## config.mk

```make
export PLATFORM = sky130hd
export DESIGN_NAME = flash_op_sequencer_flat
export DESIGN_NICKNAME = d
export VERILOG_FILES = /design/src/rtl/flash_pkg.sv /design/src/rtl/flash_op_sequencer_if.sv /design/src/rtl/flash_seq_emitter.sv /design/src/rtl/flash_op_sequencer.sv /design/src/flat_wrapper.sv
export SDC_FILE = /design/constraint.sdc
export NUM_CORES = 1
export LEC_CHECK = 0
export BUFFER_PORTS_ARGS = -buffer_cell sky130_fd_sc_hd__buf_4
export CORE_UTILIZATION = 39
export CTS_CLUSTER_SIZE = 12
export DETAILED_ROUTE_END_ITERATION = 12
export PLACE_DENSITY = 0.66
export SLEW_MARGIN = 10
export SYNTH_ARGS = -nofsm -noshare
export SYNTH_HDL_FRONTEND = slang
export SYNTH_SLANG_ARGS = --single-unit
```

## constraint.sdc

```tcl
create_clock -name clk -period 2.9 [get_ports clk]
set_input_delay 0.58 -clock clk [delete_from_list [all_inputs] [get_ports clk]]
set_output_delay 0.58 -clock clk [all_outputs]
set_load 0.05 [all_outputs]
```

## src/rtl/flash_pkg.sv

```systemverilog
// flash_pkg: shared encodings for the NAND op sequencer.
// Modes, opcodes, request ops and the instruction word builder.
package flash_pkg;

  localparam logic [3:0] MODE_IDLE = 4'd1;
  localparam logic [3:0] MODE_CMD  = 4'd2;
  localparam logic [3:0] MODE_ADDR = 4'd3;
  localparam logic [3:0] MODE_DIN  = 4'd4;
  localparam logic [3:0] MODE_DOUT = 4'd5;
  localparam logic [3:0] MODE_DEND = 4'd6;

  localparam logic [15:0] INSTR_PFX = 16'hffff;

  localparam logic [7:0] NAND_READ1  = 8'h00;
  localparam logic [7:0] NAND_READ2  = 8'h30;
  localparam logic [7:0] NAND_PROG1  = 8'h80;
  localparam logic [7:0] NAND_PROG2  = 8'h10;
  localparam logic [7:0] NAND_ERASE1 = 8'h60;
  localparam logic [7:0] NAND_ERASE2 = 8'hd0;
  localparam logic [7:0] NAND_RESET  = 8'hff;

  localparam logic [1:0] OP_READ  = 2'd0;
  localparam logic [1:0] OP_PROG  = 2'd1;
  localparam logic [1:0] OP_ERASE = 2'd2;
  localparam logic [1:0] OP_RESET = 2'd3;

  function automatic logic [31:0] build_instr(
    input logic [3:0] rpt,
    input logic [3:0] mode
  );
    return {INSTR_PFX, 8'h00, rpt, mode};
  endfunction

endpackage

```

## src/rtl/flash_op_sequencer_if.sv

```systemverilog
// flash_op_sequencer_if: request, payload and FIFO-side signals.
// master is the host/FIFO side, slave is the sequencer.
interface flash_op_sequencer_if #(
  parameter int ROW_W = 24,
  parameter int COL_W = 16
);
  logic             req_valid;
  logic             req_ready;
  logic [1:0]       req_op;
  logic [ROW_W-1:0] req_row;
  logic [COL_W-1:0] req_col;
  logic [7:0]       pl_data;
  logic             pl_valid;
  logic             pl_ready;
  logic [31:0]      instr;
  logic             instr_wr;
  logic             instr_full;
  logic [7:0]       dout;
  logic             dout_wr;
  logic             dout_full;
  logic             busy;
  logic             op_done;

  modport master (
    output req_valid, req_op, req_row, req_col,
    output pl_data, pl_valid, instr_full, dout_full,
    input  req_ready, pl_ready, instr, instr_wr,
    input  dout, dout_wr, busy, op_done
  );

  modport slave (
    input  req_valid, req_op, req_row, req_col,
    input  pl_data, pl_valid, instr_full, dout_full,
    output req_ready, pl_ready, instr, instr_wr,
    output dout, dout_wr, busy, op_done
  );
endinterface

```

## src/rtl/flash_seq_emitter.sv

```systemverilog
// flash_seq_emitter: registered word/byte write stage.
// A step fires whole or not at all, gated by the FIFO full flags.
module flash_seq_emitter (
  input  logic        clk,
  input  logic        rst,
  input  logic        req_i,
  input  logic        word_en_i,
  input  logic [31:0] word_i,
  input  logic        byte_en_i,
  input  logic [7:0]  byte_i,
  input  logic        pl_sel_i,
  input  logic [7:0]  pl_data_i,
  input  logic        pl_valid_i,
  input  logic        instr_full_i,
  input  logic        dout_full_i,
  output logic        done_o,
  output logic        pl_ready_o,
  output logic [31:0] instr_o,
  output logic        instr_wr_o,
  output logic [7:0]  dout_o,
  output logic        dout_wr_o
);

  logic        fire;
  logic [31:0] instr_q;
  logic        instr_wr_q;
  logic [7:0]  dout_q;
  logic        dout_wr_q;

  assign fire = req_i
              & ~(word_en_i & instr_full_i)
              & ~(byte_en_i & dout_full_i)
              & ~(pl_sel_i & ~pl_valid_i);

  assign done_o     = fire;
  assign pl_ready_o = fire & pl_sel_i;
  assign instr_o    = instr_q;
  assign instr_wr_o = instr_wr_q;
  assign dout_o     = dout_q;
  assign dout_wr_o  = dout_wr_q;

  // Register the strobes and their data together on a fired step.
  always_ff @(posedge clk or posedge rst) begin
    if (rst) begin
      instr_q    <= '0;
      instr_wr_q <= 1'b0;
      dout_q     <= '0;
      dout_wr_q  <= 1'b0;
    end else begin
      instr_wr_q <= fire & word_en_i;
      dout_wr_q  <= fire & byte_en_i;
      if (fire & word_en_i)
        instr_q <= word_i;
      if (fire & byte_en_i)
        dout_q <= pl_sel_i ? pl_data_i : byte_i;
    end
  end

endmodule

```

## src/rtl/flash_op_sequencer.sv

```systemverilog
// flash_op_sequencer: expands NAND ops into flash_ctrl
// instruction words plus command/address/payload bytes.
module flash_op_sequencer
  import flash_pkg::*;
#(
  parameter int PAGE_BYTES = 2048,
  parameter int ROW_W      = 24,
  parameter int COL_W      = 16
) (
  input logic                 clk,
  input logic                 rst,
  flash_op_sequencer_if.slave bus
);

  localparam int NGRP = PAGE_BYTES / 16;
  localparam int GW   = (NGRP > 1) ? $clog2(NGRP) : 1;
  localparam logic [GW-1:0] GRP_LAST = GW'(NGRP - 1);

  localparam logic [2:0] S_IDLE = 3'd0;
  localparam logic [2:0] S_CMD1 = 3'd1;
  localparam logic [2:0] S_ADDR = 3'd2;
  localparam logic [2:0] S_CMD2 = 3'd3;
  localparam logic [2:0] S_DATA = 3'd4;
  localparam logic [2:0] S_TAIL = 3'd5;
  localparam logic [2:0] S_DONE = 3'd6;

  logic [2:0]       state_q, state_d;
  logic [1:0]       op_q, op_d;
  logic [ROW_W-1:0] row_q, row_d;
  logic [COL_W-1:0] col_q, col_d;
  logic [2:0]       acnt_q, acnt_d;
  logic [GW-1:0]    grp_q, grp_d;
  logic [3:0]       bcnt_q, bcnt_d;
  logic             dend_q, dend_d;

  logic        is_read, is_prog, is_erase, is_reset;
  logic [23:0] row24;
  logic [15:0] col16;
  logic [2:0]  aidx, alast;
  logic [7:0]  abyte, cmd1, cmd2;
  logic        st_req, st_word, st_byte, st_pl, st_done;
  logic [31:0] st_wval;
  logic [7:0]  st_bval;

  assign is_read  = op_q == OP_READ;
  assign is_prog  = op_q == OP_PROG;
  assign is_erase = op_q == OP_ERASE;
  assign is_reset = op_q == OP_RESET;
  assign row24    = 24'(row_q);
  assign col16    = 16'(col_q);
  assign alast    = is_erase ? 3'd2 : 3'd4;
  assign aidx     = is_erase ? acnt_q + 3'd2 : acnt_q;

  assign bus.req_ready = state_q == S_IDLE;
  assign bus.busy      = state_q != S_IDLE;
  assign bus.op_done   = state_q == S_DONE;

  // Address bytes: column then row, each LSB first.
  always_comb begin
    abyte = row24[23:16];
    case (aidx)
      3'd0:    abyte = col16[7:0];
      3'd1:    abyte = col16[15:8];
      3'd2:    abyte = row24[7:0];
      3'd3:    abyte = row24[15:8];
      default: abyte = row24[23:16];
    endcase
  end

  // Opening and confirming opcodes of the latched op.
  always_comb begin
    cmd1 = NAND_RESET;
    cmd2 = NAND_READ2;
    unique case (1'b1)
      is_read:  begin cmd1 = NAND_READ1;  cmd2 = NAND_READ2;  end
      is_prog:  begin cmd1 = NAND_PROG1;  cmd2 = NAND_PROG2;  end
      is_erase: begin cmd1 = NAND_ERASE1; cmd2 = NAND_ERASE2; end
      default:  begin cmd1 = NAND_RESET;  cmd2 = NAND_READ2;  end
    endcase
  end

  // Step presented to the emitter; command bytes always
  // travel with a command word so flash_ctrl consumes them.
  always_comb begin
    st_req  = 1'b0;
    st_word = 1'b0;
    st_wval = build_instr(4'd0, MODE_IDLE);
    st_byte = 1'b0;
    st_bval = 8'h00;
    st_pl   = 1'b0;
    case (state_q)
      S_CMD1: begin
        st_req  = 1'b1;
        st_word = 1'b1;
        st_wval = build_instr(4'd0, MODE_CMD);
        st_byte = 1'b1;
        st_bval = cmd1;
      end
      S_ADDR: begin
        st_req  = 1'b1;
        st_word = acnt_q == 3'd0;
        st_wval = build_instr({1'b0, alast}, MODE_ADDR);
        st_byte = 1'b1;
        st_bval = abyte;
      end
      S_CMD2: begin
        st_req  = 1'b1;
        st_word = 1'b1;
        st_wval = build_instr(4'd0, MODE_CMD);
        st_byte = 1'b1;
        st_bval = cmd2;
      end
      S_DATA: begin
        st_req = 1'b1;
        if (is_read) begin
          st_word = 1'b1;
          st_wval = build_instr(4'd15, MODE_DOUT);
        end else begin
          st_word = bcnt_q == 4'd0;
          st_wval = build_instr(4'd15, MODE_DIN);
          st_byte = 1'b1;
          st_pl   = 1'b1;
        end
      end
      S_TAIL: begin
        st_req  = 1'b1;
        st_word = 1'b1;
        st_wval = dend_q ? build_instr(4'd0, MODE_DEND)
                         : build_instr(4'd0, MODE_IDLE);
      end
      default: st_req = 1'b0;
    endcase
  end

  // Sequencing: advance on each completed step.
  always_comb begin
    state_d = state_q;
    op_d    = op_q;
    row_d   = row_q;
    col_d   = col_q;
    acnt_d  = acnt_q;
    grp_d   = grp_q;
    bcnt_d  = bcnt_q;
    dend_d  = dend_q;
    case (state_q)
      S_IDLE: if (bus.req_valid) begin
        state_d = S_CMD1;
        op_d    = bus.req_op;
        row_d   = bus.req_row;
        col_d   = bus.req_col;
        acnt_d  = '0;
        grp_d   = '0;
        bcnt_d  = '0;
        dend_d  = 1'b0;
      end
      S_CMD1: if (st_done)
        state_d = is_reset ? S_TAIL : S_ADDR;
      S_ADDR: if (st_done) begin
        acnt_d = acnt_q + 3'd1;
        if (acnt_q == alast) begin
          acnt_d  = '0;
          state_d = is_prog ? S_DATA : S_CMD2;
        end
      end
      S_CMD2: if (st_done)
        state_d = S_TAIL;
      S_TAIL: if (st_done)
        state_d = (is_read & ~dend_q) ? S_DATA : S_DONE;
      S_DATA: if (st_done) begin
        if (is_read) begin
          grp_d = grp_q + 1'b1;
          if (grp_q == GRP_LAST) begin
            state_d = S_TAIL;
            dend_d  = 1'b1;
          end
        end else begin
          bcnt_d = bcnt_q + 4'd1;
          if (bcnt_q == 4'd15) begin
            grp_d = grp_q + 1'b1;
            if (grp_q == GRP_LAST)
              state_d = S_CMD2;
          end
        end
      end
      S_DONE: state_d = S_IDLE;
      default: state_d = S_IDLE;
    endcase
  end

  // Sequencer state and latched request fields.
  always_ff @(posedge clk or posedge rst) begin
    if (rst) begin
      state_q <= S_IDLE;
      op_q    <= OP_READ;
      row_q   <= '0;
      col_q   <= '0;
      acnt_q  <= '0;
      grp_q   <= '0;
      bcnt_q  <= '0;
      dend_q  <= 1'b0;
    end else begin
      state_q <= state_d;
      op_q    <= op_d;
      row_q   <= row_d;
      col_q   <= col_d;
      acnt_q  <= acnt_d;
      grp_q   <= grp_d;
      bcnt_q  <= bcnt_d;
      dend_q  <= dend_d;
    end
  end

  flash_seq_emitter u_emit (
    .clk          (clk),
    .rst          (rst),
    .req_i        (st_req),
    .word_en_i    (st_word),
    .word_i       (st_wval),
    .byte_en_i    (st_byte),
    .byte_i       (st_bval),
    .pl_sel_i     (st_pl),
    .pl_data_i    (bus.pl_data),
    .pl_valid_i   (bus.pl_valid),
    .instr_full_i (bus.instr_full),
    .dout_full_i  (bus.dout_full),
    .done_o       (st_done),
    .pl_ready_o   (bus.pl_ready),
    .instr_o      (bus.instr),
    .instr_wr_o   (bus.instr_wr),
    .dout_o       (bus.dout),
    .dout_wr_o    (bus.dout_wr)
  );

endmodule

```

## src/flat_wrapper.sv

```systemverilog
// flat-port wrapper written by rule: the top's interface ports become plain ports
module flash_op_sequencer_flat import flash_pkg::*;
#(
  parameter int PAGE_BYTES = 2048,
  parameter int ROW_W      = 24,
  parameter int COL_W      = 16
)
  (clk, rst, bus_req_valid, bus_req_op, bus_req_row, bus_req_col, bus_pl_data, bus_pl_valid, bus_instr_full, bus_dout_full, bus_req_ready, bus_pl_ready, bus_instr, bus_instr_wr, bus_dout, bus_dout_wr, bus_busy, bus_op_done);
  flash_op_sequencer_if #(.ROW_W(ROW_W), .COL_W(COL_W)) bus_i ();
  input logic clk;
  input logic rst;
  input wire logic [$bits(bus_i.req_valid)-1:0] bus_req_valid;
  input wire logic [$bits(bus_i.req_op)-1:0] bus_req_op;
  input wire logic [$bits(bus_i.req_row)-1:0] bus_req_row;
  input wire logic [$bits(bus_i.req_col)-1:0] bus_req_col;
  input wire logic [$bits(bus_i.pl_data)-1:0] bus_pl_data;
  input wire logic [$bits(bus_i.pl_valid)-1:0] bus_pl_valid;
  input wire logic [$bits(bus_i.instr_full)-1:0] bus_instr_full;
  input wire logic [$bits(bus_i.dout_full)-1:0] bus_dout_full;
  output wire logic [$bits(bus_i.req_ready)-1:0] bus_req_ready;
  output wire logic [$bits(bus_i.pl_ready)-1:0] bus_pl_ready;
  output wire logic [$bits(bus_i.instr)-1:0] bus_instr;
  output wire logic [$bits(bus_i.instr_wr)-1:0] bus_instr_wr;
  output wire logic [$bits(bus_i.dout)-1:0] bus_dout;
  output wire logic [$bits(bus_i.dout_wr)-1:0] bus_dout_wr;
  output wire logic [$bits(bus_i.busy)-1:0] bus_busy;
  output wire logic [$bits(bus_i.op_done)-1:0] bus_op_done;
  assign bus_i.req_valid = bus_req_valid;
  assign bus_i.req_op = bus_req_op;
  assign bus_i.req_row = bus_req_row;
  assign bus_i.req_col = bus_req_col;
  assign bus_i.pl_data = bus_pl_data;
  assign bus_i.pl_valid = bus_pl_valid;
  assign bus_i.instr_full = bus_instr_full;
  assign bus_i.dout_full = bus_dout_full;
  assign bus_req_ready = bus_i.req_ready;
  assign bus_pl_ready = bus_i.pl_ready;
  assign bus_instr = bus_i.instr;
  assign bus_instr_wr = bus_i.instr_wr;
  assign bus_dout = bus_i.dout;
  assign bus_dout_wr = bus_i.dout_wr;
  assign bus_busy = bus_i.busy;
  assign bus_op_done = bus_i.op_done;
  flash_op_sequencer #(.PAGE_BYTES(PAGE_BYTES), .ROW_W(ROW_W), .COL_W(COL_W)) u_core (.clk(clk), .rst(rst), .bus(bus_i));
endmodule
```

==> run summary <==
Status: finished, final reports clean
Mapped Avg Cell Area: 8.94 um2
Synth unique cells: 66
Clock root buffer: clkbuf_8
CP endpoint kind: output port
Final Cell Area: 5150 um2
Power share of the combinational group: 36.8%
Post-synth EDFFs: 0
Fin nets: 618
Vias in the first global route: 3514
Power per cell area: 612 nW/um2
WS Path Type: flip-flop to output port
Dpl cell area: 4980 um2
Syn. warnings: 0
Via density: 5.13
Family with the most delay on the worst path: flip-flops
Critical path buffers and inverters: 1
RSZ-0062 raised after global routing: no
Internal power: 1840 uW
Peak Freq: 360 MHz
CP Data Arrival Time: 2200 ps
Synth top area share: 44.4%
Yosys top cell by area: dfrtp_1
Crit share post-route: 95.9%
Yosys reg bits: 77
Initial drt markers: 142
Initial antenna violation count: 0
WL final: 10100 um
Post-synthesis cell count: 486
Clock network power share: 23.3%
Most common cell in the synthesized netlist: nand2_1
Hpwl dp: 7330 um
H-tree Lvls: 3
Antenna diodes: 0
Final setup violation count: 0
Switching pwr: 1320 uW
Clk sinks: 77
Full die area: 11600 um2
Max-slew headroom: 55.7%
VDD IR max: 1.10 mV
DIE WIDTH: 108 um
Top post-synthesis cells by count: 143 x nand2_1, 77 x dfrtp_1, 33 x o21ai_0
HP Class: input port to asynchronous set/reset pin
CTS clock-pin slew for the worst setup and hold paths: 90 ps
CP peak stage delay: 770 ps
Slew Viols, Final: 0
CTS tree: yes
Fin. Hold Viols: 0
Sequential share of power: 40.0%
Global-route wire length before repair: 16400 um
Worst-Skew Late Latency: 360 ps
Max capacitance violation total: 0
Post-route DRC: 0
Clock Path Buffers: 2
Sw Share: 41.7%
Mapped Area: 4340 um2
Post-synth ARST share: 100%
Min Clock Period, post-route: 2780 ps
Vias post-DR: 3584
Site Rows: 38
Initial Util: 40.1%
Worst Tran Pin Value: 664 ps
Total Routing Usage GR: 18.5%
Setup crit start kind: flip-flop
Die Ht: 108 um
Postcts setup bufs: 0
First drt pass iteration count: 4
Area growth syn-to-layout: 18.7%
Post-DRT Antenna Nets: 0
Final core occ: 47.6%
Layout cells sized above 1: 25.6%
Crit path cell chain: nor2b_1, a221oi_2, o21ai_2, nand2_2, nor2_1, buf_4
Pleak: 0.00253 uW
Main flop type after synthesis: dfrtp_1
GRT Residual Overflow: 0
Largest cells by area after synthesis: dfrtp_1 44%, nand2_1 12%, buf_4 4.8%, o21ai_0 3.8%, mux2i_1 3.0%
Critical Path RT: 2320 ps
Sequential cell area fraction in the yosys report: 44.4%
CP Max Fanout: 22
GPL Wtd Cong: 0.861
Crit-path slowest cell: dfrtp_1
Core area: 10800 um2
Total CTS buffers: 9
IO Count: 102
Fin Clk Skew: 8.51 ps
Routed wire per std cell: 14.4 um
Port Buffer Count: 92
Pin count of the biggest net entering global routing: 78
Final setup TNS: 0 ps
-- routing by layer --
metal  GRT usage, %  vias up  wire, um
met4           8.12        0       176
met1           23.7     1702      4460
met5              0        -         0
met3           3.81       14       556
li1               -     1758         -
met2           29.9      110      4870
-- worst paths after layout --
| kind | start | end | slack (ps) | depth (start not counted) |
|---|---|---|---|---|
| max | u_core.state_q[1] | bus_pl_ready | 120 | 6 |
| min | rst | u_core.grp_q[3] | 300 | 3 |
| max reg2reg | u_core.state_q[1] | u_core.u_emit.instr_o[1] | 350 | 6 |
| min reg2reg | u_core.row24[17] | u_core.row24[17] | 480 | 2 |
| max in group asynchronous | rst | u_core.col16[15] | 2280 | 3 |
| min in group clk | bus_req_col[6] | u_core.col16[6] | 400 | 3 |
-- per-stage QoR --
stage	worst slack, ps	cells	hold WS (ps)	power (uW)
floorplan	170	494	440	2230
global placement	460	682	454	2420
detailed placement	388	682	458	2450
CTS	121	698	313	3190
global route	1.93	698	332	3310
finish	120	698	298	3150
-- power by group through the flow --
stage | sequential, uW | clock (uW) | combinational [uW]
floorplan | 1430 | 0 | 808
global placement | 1270 | 0 | 1150
detailed placement | 1280 | 0 | 1160
CTS | 1260 | 767 | 1170
global route | 1280 | 811 | 1220
finish | 1260 | 734 | 1160
-- final cells by class --
cell class | instances | area [um2]
well taps | 140 | 175
clock buffers | 9 | 124
clock inverters | 7 | 50.0
inverters | 19 | 71.3
multi-input cells | 348 | 2060
repair buffers | 98 | 748
flip-flops and latches | 77 | 1930
fillers | 1061 | 5690
-- registers in the layout, summed over array words and instances, names as in the netlist --
| register | flops |
|---|---|
| u_core.row24 | 24 |
| u_core.u_emit.instr_wr_o | 1 |
| u_core.bcnt_q | 4 |
| u_core.u_emit.dout_o | 8 |
| u_core.u_emit.dout_wr_o | 1 |
| u_core.col16 | 16 |
| u_core.dend_q | 1 |
| u_core.grp_q | 7 |
| u_core.acnt_q | 3 |
| u_core.op_q | 2 |
| u_core.u_emit.instr_o | 7 |
| u_core.state_q | 3 |
-- placed cells by master (no fill, tap or decap), drive strengths merged, types with 6 or more instances in the layout --
cell    count
mux2i      13
a22oi       6
nand2     144
ha          9
buf        98
inv        21
dfrtp      77
clkbuf      9
conb        9
o21ai      35
a21oi      16
mux2       15
nand3      11
nor2       16
a32oi       7
-- worst register-to-register path: cells and delay by family, from the launching register on --
kind / cells / cell delay [ps]
flops: 1 / 770
simple gates: 2 / 730
compound gates: 3 / 600
mux: 1 / 340
-- timing repair --
action,in CTS,in global routing
hold buffers,0,0
resized for setup,0,1
endpoints found under the setup margin,0,1
-- cell families (layout without fill, tap and decap cells) --
logic type	Yosys count	count (layout)	synth area share, %
other	1	9	0.0863
and+or+nand+nor	201	201	20.7
adders and majority gates	9	9	2.59
buffers and inverters	69	133	8.99
xor gates and xnor gates	3	3	0.605
muxes	28	28	7.32
AOI/OAI and AO/OA	98	98	15.4
DFF	77	77	44.4
No activity file was read; power rests on OpenSTA's default activity.
